--- src/rtl/ext_arb_pkg.sv ---
// Shared definitions for the sign-extender arbiter: FSM encoding, requester IDs, counter width.
package ext_arb_pkg;

  typedef enum logic [1:0] {
    ST_IDLE = 2'd0,
    ST_WAIT = 2'd1,
    ST_RESP = 2'd2
  } state_t;

  localparam logic REQ_ID_0 = 1'b0;
  localparam logic REQ_ID_1 = 1'b1;

  localparam int CNT_W = 3;

endpackage

--- src/rtl/ext_arb_grant.sv ---
// One-hot grant selection between two requesters.
// EXT_ARB_RR_EN: round-robin on contention (i_ptr names the favoured requester); otherwise requester 0 wins.
module ext_arb_grant
  import ext_arb_pkg::*;
(
  input  logic       i_valid0,
  input  logic       i_valid1,
`ifdef EXT_ARB_RR_EN
  input  logic       i_ptr,
`endif
  output logic [1:0] o_grant
);

  always_comb begin
    o_grant = 2'b00;
`ifdef EXT_ARB_RR_EN
    if (i_valid0 && i_valid1) begin
      o_grant = (i_ptr == REQ_ID_1) ? 2'b10 : 2'b01;
    end else begin
      o_grant = {i_valid1, i_valid0};
    end
`else
    if (i_valid0) begin
      o_grant = 2'b01;
    end else if (i_valid1) begin
      o_grant = 2'b10;
    end
`endif
  end

endmodule

--- src/rtl/ext_arbiter.sv ---
// Two-requester front end for an external shared sign extender of DELAY register stages.
// EXT_ARB_RR_EN selects round-robin arbitration; default build is fixed priority (requester 0).
//
// state | meaning
// IDLE  | free; accepts one request when enabled
// WAIT  | operand held on ext_dataIn, counting down the extender latency
// RESP  | result on resp_data, owner's resp_valid high until consumed
module ext_arbiter
  import ext_arb_pkg::*;
#(
  parameter int IN_WIDTH  = 16,
  parameter int OUT_WIDTH = 32,
  parameter int DELAY     = 0
) (
  input  logic                 clk,
  input  logic                 rst,
  input  logic                 en_n,
  input  logic                 req0_valid,
  input  logic [IN_WIDTH-1:0]  req0_data,
  input  logic                 req0_signed,
  output logic                 req0_ready,
  input  logic                 req1_valid,
  input  logic [IN_WIDTH-1:0]  req1_data,
  input  logic                 req1_signed,
  output logic                 req1_ready,
  output logic [IN_WIDTH-1:0]  ext_dataIn,
  output logic                 ext_isSigned,
  input  logic [OUT_WIDTH-1:0] ext_dataOut,
  output logic                 resp0_valid,
  output logic                 resp1_valid,
  output logic [OUT_WIDTH-1:0] resp_data,
  output logic                 busy
);

  state_t               r_state;
  state_t               w_state_nxt;
  logic [CNT_W-1:0]     r_cnt;
  logic                 r_owner;
  logic [IN_WIDTH-1:0]  r_data;
  logic                 r_signed;
  logic [OUT_WIDTH-1:0] r_resp;
  logic [1:0]           w_grant;
  logic                 w_grant_id;
  logic                 w_accept;
  logic                 w_capture;
`ifdef EXT_ARB_RR_EN
  logic                 r_ptr;
`endif

  ext_arb_grant u_grant (
    .i_valid0 (req0_valid),
    .i_valid1 (req1_valid),
`ifdef EXT_ARB_RR_EN
    .i_ptr    (r_ptr),
`endif
    .o_grant  (w_grant)
  );

  assign w_grant_id = w_grant[1] ? REQ_ID_1 : REQ_ID_0;

  always_comb begin
    w_state_nxt = r_state;
    w_accept    = 1'b0;
    w_capture   = 1'b0;
    case (r_state)
      ST_IDLE: begin
        // Gated by rst so a requester never sees a strobe for a cycle that reset discards.
        if (!en_n && !rst && (w_grant != 2'b00)) begin
          w_accept    = 1'b1;
          w_state_nxt = ST_WAIT;
        end
      end
      ST_WAIT: begin
        if (!en_n && (r_cnt == '0)) begin
          w_capture   = 1'b1;
          w_state_nxt = ST_RESP;
        end
      end
      ST_RESP: begin
        if (!en_n) begin
          w_state_nxt = ST_IDLE;
        end
      end
      default: w_state_nxt = ST_IDLE;
    endcase
  end

  always_ff @(posedge clk) begin
    if (rst) begin
      r_state  <= ST_IDLE;
      r_cnt    <= '0;
      r_owner  <= REQ_ID_0;
      r_data   <= '0;
      r_signed <= 1'b0;
      r_resp   <= '0;
`ifdef EXT_ARB_RR_EN
      r_ptr    <= REQ_ID_0;
`endif
    end else begin
      r_state <= w_state_nxt;
      if (w_accept) begin
        r_data   <= w_grant[1] ? req1_data   : req0_data;
        r_signed <= w_grant[1] ? req1_signed : req0_signed;
        r_owner  <= w_grant_id;
        r_cnt    <= CNT_W'(DELAY);
`ifdef EXT_ARB_RR_EN
        r_ptr    <= ~w_grant_id;
`endif
      end else if ((r_state == ST_WAIT) && !en_n && (r_cnt != '0)) begin
        r_cnt <= r_cnt - CNT_W'(1);
      end
      if (w_capture) begin
        r_resp <= ext_dataOut;
      end
    end
  end

  assign req0_ready   = w_accept & w_grant[0];
  assign req1_ready   = w_accept & w_grant[1];
  assign ext_dataIn   = r_data;
  assign ext_isSigned = r_signed;
  assign resp_data    = r_resp;
  assign resp0_valid  = (r_state == ST_RESP) && (r_owner == REQ_ID_0);
  assign resp1_valid  = (r_state == ST_RESP) && (r_owner == REQ_ID_1);
  assign busy         = (r_state != ST_IDLE);

endmodule

--- config.mk ---
export PLATFORM = sky130hd
export DESIGN_NAME = ext_arbiter
export DESIGN_NICKNAME = d
export VERILOG_FILES = /design/src/rtl/ext_arb_pkg.sv /design/src/rtl/ext_arb_grant.sv /design/src/rtl/ext_arbiter.sv
export SDC_FILE = /design/constraint.sdc
export NUM_CORES = 1
export LEC_CHECK = 0
export ABC_AREA = 1
export BUFFER_PORTS_ARGS = -buffer_cell sky130_fd_sc_hd__buf_2
export CAP_MARGIN = 20
export CORE_MARGIN = 1.5
export CORE_UTILIZATION = 42
export DETAILED_ROUTE_END_ITERATION = 10
export GPL_TIMING_DRIVEN = 0
export MAX_ROUTING_LAYER = met4
export PLACE_DENSITY = 0.81
export SYNTH_ARGS = -nofsm -noshare
export SYNTH_HDL_FRONTEND = slang
export SYNTH_SLANG_ARGS = --single-unit
--- constraint.sdc ---
create_clock -name clk -period 1.3 [get_ports clk]
set_input_delay 0 -clock clk [delete_from_list [all_inputs] [get_ports clk]]
set_output_delay 0 -clock clk [all_outputs]
set_load 0.01 [all_outputs]
==> key figures <==
Run status
  – Result of the run: complete, but fails checks
  – Violations in the final reports: setup timing

Layout
  – Area growth from synthesis to layout: 49.50%
  – Post-route core utilization: 0.6579
  – Final-stage net count: 668
  – Non-filler instance count after layout: ~670
  – Share of cells above drive strength 1: 0.3020
  – Number of antenna diodes: 0

Pwr
  – Cell internal power dissipation: around 0.0026 W
  – PnR Total Power: between 0.003 and 0.004 W
  – Worst IR drop on VDD: between 0.0006 and 0.0007 V
  – Sw Ratio: 0.2777
  – Clock power frac: 0.250
  – Power density normalized to cell area: a little over 900 mW/mm^2
  – Part of the total power dissipated in combinational logic: 0.235
  – Proportion of power drawn by flip-flops and latches: 0.515
  – Net Switching: 0.0009912 W
  – Static leakage: 2.271 nW

STA
  – Min cycle time layout: 1321 ps
  – Unrepaired setup endpoints after global routing: true
  – Achievable clock frequency: 0.7569 GHz
  – Worst slew margin: 0.6759
  – Slew at the pin closest to its max-slew limit: 486.1 ps
  – Tcrit/Tclk final: 1.016
  – Final-report max-slew violation count: 0
  – Worst clock skew: between 10 and 15 ps
  – Post-layout worst setup margin: -21.14 ps
  – Setup Viol. Count Final: 6
  – Number of hold violations in the final report: 0

Route
  – Antenna viol nets, final: 0
  – First-iteration detailed-routing DRC count: 108
  – Average wire per standard cell: around 10 microns
  – Pre-Repair DR Iteration Count: 4
  – Post-detailed-routing wire length: 6982 microns
  – Overall via count from detail_route: roughly 3,000
  – DRC violation count after routing: 0
  – Post-detailed-route via-to-cell ratio: approximately 4.4

Placement
  – Buffers on Ports: 124
  – Post-DP HPWL: ~4900 microns
  – Placed cells: around 620
  – Pre-CTS setup slack: -120.7 ps
  – GPL Wtd Cong: between 0.9 and 1

Yosys
  – Post-synthesis instance total: around 420
  – Count leader, synth: sky130_fd_sc_hd__nand2_1
  – Synthesized Nets: 496
  – Post-synthesis cell type with the largest combined area: sky130_fd_sc_hd__dfxtp_1
  – Netlist cell types: 18
  – Total of flip-flops plus latches after synthesis: 55
  – Share of the yosys chip area belonging to registers: 0.4177
  – Leading post-synthesis cells by cell area: sky130_fd_sc_hd__dfxtp_1 42%, sky130_fd_sc_hd__nand2_1 21%, sky130_fd_sc_hd__nor2_1 15%
  – Commonest cells in the netlist: 144 x sky130_fd_sc_hd__nand2_1, 107 x sky130_fd_sc_hd__nor2_1, 59 x sky130_fd_sc_hd__inv_1
  – EDFF count, synth: 0
  – Syn_area_per_cell: approximately 6.2 sq um
  – Post-synthesis instance area: between 0.002 and 0.003 sq mm
  – Fraction of registers with async set or reset after synthesis: 0
  – Share of the synthesized area in the top cell type: 0.4177
  – Main flop type after synthesis: sky130_fd_sc_hd__dfxtp_1
  – Synthesis Warnings: 0

Die
  – Initial core utilization: 0.4401
  – Total core area: 0.005991 sq mm
  – Chip Height: between 80 and 90 microns
  – Standard-cell row count: 28
  – Number of top-level design ports: around 130
  – Die Outline Area: between 0.006 and 0.007 sq mm
  – Chip width: ~82 microns

Global route
  – Most Crowded Layer GR: met2
  – First-pass GRT wire length: between 10,000 and 15,000 microns
  – Met3 demand-to-capacity share in global routing: 0.04286
  – Total GRT Usage: 0.2221
  – Vias in the first global route: between 2,000 and 3,000
  – Global-route met1 utilization: 0.2299
  – Grt met2 use: 0.4098
  – Maximum number of pins on one net before global-route repair: 16
  – Global route total overflow: 0
  – Number of antenna violations at the first check in global routing: 0

Setup path
  – Cell mode on critical path: sky130_fd_sc_hd__nand2_1
  – Critical path fanouts, max: 5
  – Reg2reg path depth: 10
  – Worst Path Arrival: around 1500 ps
  – Type of element launching the critical path: flop
  – CP cell instances: inv_2 > ha_4 > nand3_4 > nor2_4 > buf_6 > buf_12 > buf_8 > nand2_1 > nand2_1 > nor2_1
  – Data required time of the worst path: 1500 ps
  – Kind of end point of the critical path: flop
  – Startpoint-to-endpoint class of the critical path: flop to flop
  – Highest-delay cell along the critical path: sky130_fd_sc_hd__dfxtp_2
  – Delay of the slowest cell on the worst path: around 330 ps

Clock network
  – TritonCTS sink count: 55
  – TritonCTS clock tree: done
  – Clk root buf: sky130_fd_sc_hd__clkbuf_8
  – Inserted Clock Buffers: 5
  – Max Root-Sink Buffers: 2
  – Clock input transition at the sequential cells of the worst setup and hold paths: about 100 ps
  – Clock network latency to the later pin of the worst-skew pair: between 300 and 400 ps
  – Total number of H-tree levels: 2

Run
  – Max-Cap Viols: 0

Hold path
  – Hold/Removal Path Class: input port to flop
  – Hold path depth: 5
-- registers in the layout, summed over array words and instances (netlist names) --
| register | cells |
|---|---|
| r_state | 2 |
| ext_dataIn | 16 |
| r_cnt | 3 |
| r_owner | 1 |
| resp_data | 32 |
| ext_isSigned | 1 |
-- critical path, delay by kind of cell (launching register included) --
kind | cells | cell delay [ps]
adders and majority gates | 1 | 150
DFF | 1 | 330
buffers and inverters | 4 | 430
and+or+nand+nor | 5 | 310
-- power groups by stage --
stage / logic [W] / clock network (W) / registers, W
final: 0.000838 / 0.000893 / 0.00184
after global routing: 0.000945 / 0.00101 / 0.00185
after CTS: 0.000841 / 0.000945 / 0.00184
after detailed placement: 0.000706 / 0 / 0.00188
after global placement: 0.000692 / 0 / 0.00187
after floorplan: 0.000375 / 0 / 0.00192
-- placed cells by master (no fill, tap or decap), types with 10 or more instances in the layout --
master and count:
sky130_fd_sc_hd__nand2_1 133, sky130_fd_sc_hd__buf_2 129, sky130_fd_sc_hd__nor2_1 107, sky130_fd_sc_hd__inv_1 57, sky130_fd_sc_hd__dfxtp_1 53, sky130_fd_sc_hd__dlygate4sd3_1 32
sky130_fd_sc_hd__nand3_1 22, sky130_fd_sc_hd__nand2_2 12, sky130_fd_sc_hd__buf_4 10
-- through the flow --
| step | hold slack (ps) | setup TNS, ps | cell area [sq um] |
|---|---|---|---|
| 2_1_floorplan | 72.38 | 0 | 2636 |
| 3_3_place_gp | 196.1 | -1433 | 3351 |
| 3_5_place_dp | 202.0 | -2507 | 3351 |
| 4_1_cts | 0.9073 | -433.6 | 3953 |
| 5_1_grt | 10.03 | -1490 | 3941 |
| 6_report | 6.326 | -99.13 | 3941 |
-- logic make-up after synthesis --
kind of cell | count (synthesis) | share of synthesized area
fa+ha+maj | 2 | 0.009491
buf+inv | 83 | 0.1481
compound gates | 4 | 0.007590
simple gates | 279 | 0.4172
flops | 55 | 0.4177
-- timing repair --
item / in CTS / in global routing
setup buffers: 11 / 1
endpoints found under the hold margin: 32 / 0
gates cloned: 1 / 0
pin swaps: 11 / 5
endpoints found under the setup margin: 32 / 32
gates resized for setup: 22 / 3
hold buffers: 32 / 0
-- cell type report --
| cell class | count | area (sq um) |
|---|---|---|
| Buffer | 17 | 133.9 |
| Clock buffer | 7 | 76.32 |
| Clock inverter | 1 | 5.005 |
| Fill cell | 529 | 2049 |
| Inverter | 63 | 236.5 |
| Multi-Input combinational cell | 285 | 1207 |
| Sequential cell | 55 | 1104 |
| Tap cell | 75 | 93.84 |
| Timing Repair Buffer | 168 | 1085 |
-- per-layer routing --
layer,routed length [microns],up-vias
met4,138,0
li1,-,1565
met1,2843,1298
met2,3689,79
met3,311,13
met5,0,-
-- worst paths after layout --
check | startpoint | end | slack, ps
min reg2reg | r_cnt[1] | r_cnt[1] | 470
min | req0_data[7] | ext_dataIn[7] | 6
max reg2reg | r_cnt[0] | resp_data[28] | -20
max | r_cnt[0] | resp_data[28] | -20
Note: power is estimated with default switching activity, not from simulation.
